File: config.mk
export PLATFORM = sky130hd
export DESIGN_NAME = pe_pass_sched
export DESIGN_NICKNAME = d
export VERILOG_FILES = /design/src/rtl/pe_ctrl_pkg.sv /design/src/rtl/pe_cfg_calc.sv /design/src/rtl/pe_pass_sched.sv
export SDC_FILE = /design/constraint.sdc
export NUM_CORES = 1
export LEC_CHECK = 0
export ABC_AREA = 1
export CORE_MARGIN = 3
export CORE_UTILIZATION = 60
export DETAILED_ROUTE_END_ITERATION = 8
export PLACE_DENSITY = 0.8
export SETUP_SLACK_MARGIN = 0.4
export SYNTH_ARGS = -nofsm -noshare
export SYNTH_HDL_FRONTEND = slang
export SYNTH_SLANG_ARGS = --single-unit
File: constraint.sdc
create_clock -name clk -period 4.96 [get_ports clk]
set_input_delay 0.744 -clock clk [delete_from_list [all_inputs] [get_ports clk]]
set_output_delay 0.744 -clock clk [all_outputs]
set_load 0.005 [all_outputs]
File: src/rtl/pe_ctrl_pkg.sv
// Shared types and constants for the PE-column pass scheduler and PE control.
// Latency: n/a (package only).
// Backpressure: n/a (package only).
package pe_ctrl_pkg;

  // Width of each config dimension field (oc, ic, fw), each 1..31.
  localparam int CFG_W       = 5;
  // Idle cycles after a compute phase before the next load or done.
  localparam int DRAIN_CYC   = 2;
  // Cycles a PE spends per MAC; also used by the PE-side control.
  localparam int CYC_PER_MAC = 4;
  // 31*31*31 = 29791 fits in 15 bits.
  localparam int LOAD_LEN_W  = 15;
  // 4*29791 + slack fits in 17 bits.
  localparam int RUN_MAX_W   = 17;

  typedef enum logic [2:0] {
    ST_IDLE  = 3'd0,
    ST_LOAD  = 3'd1,
    ST_GAP   = 3'd2,
    ST_RUN   = 3'd3,
    ST_DRAIN = 3'd4,
    ST_DONE  = 3'd5
  } pe_state_e;

  // Words streamed per pass: one per filter tap per channel pair.
  function automatic logic [LOAD_LEN_W-1:0] macs_per_pass(
    input logic [CFG_W-1:0] oc,
    input logic [CFG_W-1:0] ic,
    input logic [CFG_W-1:0] fw
  );
    logic [LOAD_LEN_W-1:0] prod;
    prod = LOAD_LEN_W'(fw) * LOAD_LEN_W'(oc) * LOAD_LEN_W'(ic);
    return prod;
  endfunction

endpackage

File: src/rtl/pe_cfg_calc.sv
// Derives per-pass load length, watchdog limit and a config-valid flag.
// Latency: purely combinational; the caller latches the results on accept.
// Backpressure: none.
//
// Ports:
//   oc, ic, fw   config dimensions (each must be non-zero)
//   passes       number of passes (must be non-zero)
//   load_len     fw*oc*ic, cycles of load per pass
//   run_max      CYC_PER_MAC*load_len + SLACK, compute-phase watchdog limit
//   cfg_bad      any field is zero
module pe_cfg_calc
  import pe_ctrl_pkg::*;
#(
  parameter int PASS_W = 8,
  parameter int SLACK  = 16
) (
  input  logic [CFG_W-1:0]      oc,
  input  logic [CFG_W-1:0]      ic,
  input  logic [CFG_W-1:0]      fw,
  input  logic [PASS_W-1:0]     passes,
  output logic [LOAD_LEN_W-1:0] load_len,
  output logic [RUN_MAX_W-1:0]  run_max,
  output logic                  cfg_bad
);

  always_comb begin
    load_len = macs_per_pass(oc, ic, fw);
    // Widen before scaling so the x4 never truncates.
    run_max  = RUN_MAX_W'(CYC_PER_MAC) * RUN_MAX_W'(load_len) + RUN_MAX_W'(SLACK);
    cfg_bad  = (oc == '0) || (ic == '0) || (fw == '0) || (passes == '0);
  end

endmodule

File: src/rtl/pe_pass_sched.sv
// Sequences a PE column through load / gap / run / drain for each of N passes.
// Latency: first load cycle one cycle after config accept; all outputs registered.
// Backpressure: cfg_ready low whenever not idle; config offered while busy is ignored.
//
// Ports:
//   clk, rst                 clock, async active-high reset
//   cfg_valid/cfg_ready      config handshake; cfg_oc/ic/fw/passes latched on accept
//   abort                    return to idle from any busy state, no done/err
//   pe_complete[NUM_PE]      per-PE completion pulses, only observed while running
//   load, gb_rd_en, start    broadcast PE controls and buffer read strobe
//   pass_idx                 current pass, 0-based
//   busy, done, err          status; done/err are single-cycle pulses
module pe_pass_sched
  import pe_ctrl_pkg::*;
#(
  parameter int NUM_PE = 3,
  parameter int PASS_W = 8,
  parameter int SLACK  = 16
) (
  input  logic              clk,
  input  logic              rst,
  input  logic              cfg_valid,
  output logic              cfg_ready,
  input  logic [CFG_W-1:0]  cfg_oc,
  input  logic [CFG_W-1:0]  cfg_ic,
  input  logic [CFG_W-1:0]  cfg_fw,
  input  logic [PASS_W-1:0] cfg_passes,
  input  logic              abort,
  input  logic [NUM_PE-1:0] pe_complete,
  output logic              load,
  output logic              start,
  output logic              gb_rd_en,
  output logic [PASS_W-1:0] pass_idx,
  output logic              busy,
  output logic              done,
  output logic              err
);

  pe_state_e state, state_nxt;

  // One counter serves as load-cycle, run-watchdog and drain counter.
  logic [RUN_MAX_W-1:0]  cnt, cnt_nxt;
  logic [NUM_PE-1:0]     cap, cap_nxt;
  logic [PASS_W-1:0]     pass_q, pass_nxt;
  logic                  err_nxt;
  logic                  cfg_take;
  logic                  all_done;

  logic [LOAD_LEN_W-1:0] load_len_q;
  logic [RUN_MAX_W-1:0]  run_max_q;
  logic [PASS_W-1:0]     passes_q;

  logic [LOAD_LEN_W-1:0] calc_load_len;
  logic [RUN_MAX_W-1:0]  calc_run_max;
  logic                  calc_bad;

  logic load_q, start_q, busy_q, done_q, err_q, ready_q;

  // Derived values come from the incoming fields and are latched on accept,
  // so LOAD can start on the very next cycle with its length already known.
  pe_cfg_calc #(
    .PASS_W (PASS_W),
    .SLACK  (SLACK)
  ) u_cfg_calc (
    .oc       (cfg_oc),
    .ic       (cfg_ic),
    .fw       (cfg_fw),
    .passes   (cfg_passes),
    .load_len (calc_load_len),
    .run_max  (calc_run_max),
    .cfg_bad  (calc_bad)
  );

  always_comb begin
    state_nxt = state;
    cnt_nxt   = cnt;
    cap_nxt   = cap;
    pass_nxt  = pass_q;
    err_nxt   = 1'b0;
    cfg_take  = 1'b0;
    // Include this cycle's pulses so a PE finishing on the exit cycle counts.
    all_done  = &(cap | pe_complete);

    unique case (state)
      ST_IDLE: begin
        if (cfg_valid) begin
          if (calc_bad) begin
            err_nxt = 1'b1;
          end else begin
            cfg_take  = 1'b1;
            state_nxt = ST_LOAD;
            cnt_nxt   = '0;
            pass_nxt  = '0;
          end
        end
      end

      ST_LOAD: begin
        if (cnt == RUN_MAX_W'(load_len_q) - RUN_MAX_W'(1)) begin
          state_nxt = ST_GAP;
          cnt_nxt   = '0;
        end else begin
          cnt_nxt = cnt + RUN_MAX_W'(1);
        end
      end

      ST_GAP: begin
        cap_nxt   = '0;
        cnt_nxt   = '0;
        state_nxt = ST_RUN;
      end

      ST_RUN: begin
        cap_nxt = cap | pe_complete;
        // Completion on the watchdog's last cycle still counts as success.
        if (all_done) begin
          state_nxt = ST_DRAIN;
          cnt_nxt   = '0;
        end else if (cnt == run_max_q - RUN_MAX_W'(1)) begin
          err_nxt   = 1'b1;
          state_nxt = ST_IDLE;
          cnt_nxt   = '0;
          cap_nxt   = '0;
          pass_nxt  = '0;
        end else begin
          cnt_nxt = cnt + RUN_MAX_W'(1);
        end
      end

      ST_DRAIN: begin
        if (cnt == RUN_MAX_W'(DRAIN_CYC - 1)) begin
          cnt_nxt = '0;
          if (pass_q == passes_q - PASS_W'(1)) begin
            state_nxt = ST_DONE;
          end else begin
            pass_nxt  = pass_q + PASS_W'(1);
            state_nxt = ST_LOAD;
          end
        end else begin
          cnt_nxt = cnt + RUN_MAX_W'(1);
        end
      end

      ST_DONE: begin
        pass_nxt  = '0;
        state_nxt = ST_IDLE;
      end

      default: begin
        state_nxt = ST_IDLE;
        cnt_nxt   = '0;
        cap_nxt   = '0;
        pass_nxt  = '0;
      end
    endcase

    // Abort overrides completion and watchdog outcomes in the same cycle.
    if (abort && (state != ST_IDLE)) begin
      state_nxt = ST_IDLE;
      cnt_nxt   = '0;
      cap_nxt   = '0;
      pass_nxt  = '0;
      err_nxt   = 1'b0;
    end
  end

  always_ff @(posedge clk or posedge rst) begin
    if (rst) begin
      state <= ST_IDLE;
      cnt   <= '0;
      cap   <= '0;
      pass_q <= '0;
    end else begin
      state <= state_nxt;
      cnt   <= cnt_nxt;
      cap   <= cap_nxt;
      pass_q <= pass_nxt;
    end
  end

  always_ff @(posedge clk or posedge rst) begin
    if (rst) begin
      load_len_q <= '0;
      run_max_q  <= '0;
      passes_q   <= '0;
    end else if (cfg_take) begin
      load_len_q <= calc_load_len;
      run_max_q  <= calc_run_max;
      passes_q   <= cfg_passes;
    end
  end

  // Outputs are decoded from the next state into flops so PEs see clean,
  // glitch-free broadcasts with no input-to-output combinational path.
  always_ff @(posedge clk or posedge rst) begin
    if (rst) begin
      load_q  <= 1'b0;
      start_q <= 1'b0;
      busy_q  <= 1'b0;
      done_q  <= 1'b0;
      err_q   <= 1'b0;
      ready_q <= 1'b1;
    end else begin
      load_q  <= (state_nxt == ST_LOAD);
      start_q <= (state_nxt == ST_RUN);
      busy_q  <= (state_nxt != ST_IDLE);
      done_q  <= (state_nxt == ST_DONE);
      err_q   <= err_nxt;
      ready_q <= (state_nxt == ST_IDLE);
    end
  end

  assign load      = load_q;
  assign gb_rd_en  = load_q;
  assign start     = start_q;
  assign busy      = busy_q;
  assign done      = done_q;
  assign err       = err_q;
  assign cfg_ready = ready_q;
  assign pass_idx  = pass_q;

endmodule

==> impl_metrics.toml <==
[run_status]
status = "complete, but fails checks"
violations = "setup timing"

[final_layout]
final_util = 0.808
nNetsFinal = 1411
fill_cells = 871
final-seq-area_sq_um = 1830
drive_above_1_share = 0.221
diodes = 0
areaGrowthSynthToFinish_pct = 30.5
multi_input_area_sq_um = 5870

[die]
dieWidth_um = 121
die_y_um = 121
core-area_sq_um = 12700
num_io_pins = 45
core.rowCount = 41
dieArea_sq_um = 14500
start_util = 0.619

[placement]
port_buffers = 44
pre_cts_ws_ps = -2230
gp_congestion = 1.01
dpl.hpwl_mm = 16.6

[detailed_routing]
vias = 8315
drc = 0
ant_nets = 0
wl_met3_mm = 1.33
wl_met1_mm = 9.24
wl_per_cell_um = 16.0
top_layer = "met4"
wl_mm = 23.7
vias_per_cell = 5.63
route.met2.wl_mm = 12.1
first_pass_iters = 6
first_iter_violations = 799

[synth]
synth_top_cell_area_share = 0.229
async_reset_ff_frac = 1.00
ys_seq_area_frac = 0.232
synth_most_common_cell = "nand2_1"
ys_top_cells_by_count = "nand2_1 (313), inv_1 (191), nor2_1 (125)"
dominantRegCellSynth = "dfrtp_1"
avgSynthCellArea_sq_um = 6.77
syn-num-nets = 1274
yosysTopAreaCell = "dfrtp_1"
synth_area_leaders = "dfrtp_1 (23%), nand2_1 (15%), inv_1 (9.1%)"
yosysUniqueCellTypes = 50
syn_area_sq_um = 7880
syn_inst = 1164
synth_edf_count = 0
ys_ff_latch = 73
yosys_warnings = 0

[global_route]
antenna_found_initial = 0
grt_start_max_net_pins = 49
grt_pass1_vias = 8234
grt_usage = 0.315
overflow = 0
grt_pass1_wl_mm = 37.2

[sta]
skew_ps = 12.1
drv_slew = 0
setup_tns_ps = -21130
worst_pin_slew_ps = 1280
worst_slack_ps = -1440
min_period_ps = 6400
slew_headroom = 0.143
fin_crit_sh = 1.29
fmax_mhz = 156
rsz0062_at_grt = "true"
setup_viol = 21
hold_viol = 0

[setup_path]
path_max_fanout = 4
worstRegToRegCells = 15
crit_top_cell = "fa_1"
max_stage_delay_ps = 550
crit_family = "adder cells"
crit_type = "in2reg"
r2r_slack_ps = 1830
worstSetupStartpointType = "input pin"
r2r_start = "load_len_q[0]$_DFFE_PP0P_"
cp-endpoint = "run_max_q[16]$_DFFE_PP0P_"
critPathCaptureType = "register"
arrival_ps = 6640
cpMaxStageDelayCell = "fa_1"
crit_path_start = "cfg_oc[2]"
required_ps = 5200
rr_endpoint = "pass_idx[2]$_DFFE_PP0P_"
worst-path-buf-inv = 6
worstSetupPathDepth = 32

[power]
leakage_nw = 5.21
sequentialPowerShare = 0.122
power.total_w = 0.00782
p_switching_w = 0.00383
p_int_w = 0.00399
clkPwrFrac = 0.100
switching_share = 0.490
ir_drop_v = 0.000875
p_comb_frac = 0.779
power.density_nw_per_um2 = 762

[clock_tree]
cts_num_sinks = 73
numCtsBuffers = 9
cts_max_level = 3
root_buffer = "clkbuf_16"
clk_latency_ps = 360
clockBufferDepth = 2
clkTransAtPathRegs_ps = 60
cts_tree = "done"

[hold_path]
min_path_type = "reg2reg"

[flow_run]
drv_cap = 0
tightest hold or removal path, stage by stage (launching register included):
cell and delay (ps):
dfrtp_1 360, nand2_1 60, o21ai_0 60
logic make-up (layout without fill, tap and decap cells):
family	after synthesis	count (layout)	synth area share
and+or+nand+nor	636	636	0.361
DFF	73	73	0.232
xor gates and xnor gates	65	65	0.0723
buffers and inverters	221	363	0.110
AOI/OAI and AO/OA	89	89	0.0664
adders and majority gates	80	80	0.159
per-stage QoR:
stage / cells / hold slack [ps] / area [sq um]
2_1_floorplan: 1164 / 462 / 8080
3_5_place_dp: 1443 / 503 / 9260
4_1_cts: 1473 / 517 / 9960
6_report: 1478 / 520 / 10300
3_3_place_gp: 1443 / 494 / 9260
5_1_grt: 1478 / 558 / 10300
state kept, by name (all words and copies together) (netlist names), 3 cells and up:
name        flops
run_max_q      13
pass_idx        8
cnt            17
passes_q        8
cap             3
state           3
load_len_q     15
worst min-delay path by stage:
stage                              startpoint                         to  slack (ps)  depth (start not counted)
floorplan           run_max_q[16]$_DFFE_PP0P_  run_max_q[16]$_DFFE_PP0P_         460                          2
global placement      passes_q[7]$_DFFE_PP0P_    passes_q[7]$_DFFE_PP0P_         490                          2
detailed placement  run_max_q[16]$_DFFE_PP0P_  run_max_q[16]$_DFFE_PP0P_         500                          2
CTS                 run_max_q[16]$_DFFE_PP0P_  run_max_q[16]$_DFFE_PP0P_         520                          2
global route          pass_idx[4]$_DFFE_PP0P_    pass_idx[4]$_DFFE_PP0P_         560                          2
finish                passes_q[7]$_DFFE_PP0P_    passes_q[7]$_DFFE_PP0P_         520                          2
routing by layer:
metal,GRT usage,up-vias
li1,-,3927
met1,0.379,3940
met2,0.564,354
met3,0.0379,94
met4,0.142,0
met5,0,-
layout make-up:
type / count / share of cell area
clock buffer: 9 / 0.0219
sequential: 73 / 0.178
timing repair buffer: 148 / 0.123
tap: 172 / 0.0209
inverter: 199 / 0.0732
clock inverter: 7 / 0.0123
multi-input combinational: 870 / 0.571
layout by cell type, fill, tap and decap left out, types with 7 or more instances in the layout:
| master | n |
|---|---|
| nand2_1 | 293 |
| inv_1 | 169 |
| nor2_1 | 106 |
| buf_4 | 93 |
| nand3_1 | 89 |
| dfrtp_1 | 72 |
| clkdlybuf4s50_1 | 36 |
| xor2_1 | 34 |
| nand4_1 | 31 |
| fa_1 | 31 |
| ha_1 | 30 |
| inv_2 | 27 |
| o21ai_0 | 26 |
| nor2_2 | 24 |
| xnor2_1 | 23 |
| nand2_2 | 18 |
| ha_4 | 17 |
| a21oi_1 | 15 |
| nand3b_1 | 15 |
| nor3_1 | 12 |
| buf_6 | 10 |
| o21ai_1 | 9 |
| clkbuf_16 | 9 |
| nor2_4 | 8 |
| a21oi_2 | 7 |
| nor4_1 | 7 |
timing repair:
action                                  4_1_cts  5_1_grt
resized for setup                            91       58
pin swaps                                    54       39
endpoints found under the setup margin       23       22
setup buffers                                14        5
gates cloned                                  0        0
hold buffers                                  0        0
power by group through the flow:
stage | clock network [W] | logic [W] | registers, W
4_1_cts | 0.000778 | 0.00522 | 0.000946
2_1_floorplan | 0 | 0.00300 | 0.000909
5_1_grt | 0.000799 | 0.00659 | 0.000974
3_5_place_dp | 0 | 0.00449 | 0.000955
3_3_place_gp | 0 | 0.00439 | 0.000952
6_report | 0.000779 | 0.00609 | 0.000953
Power figures use the tool's default switching activity.
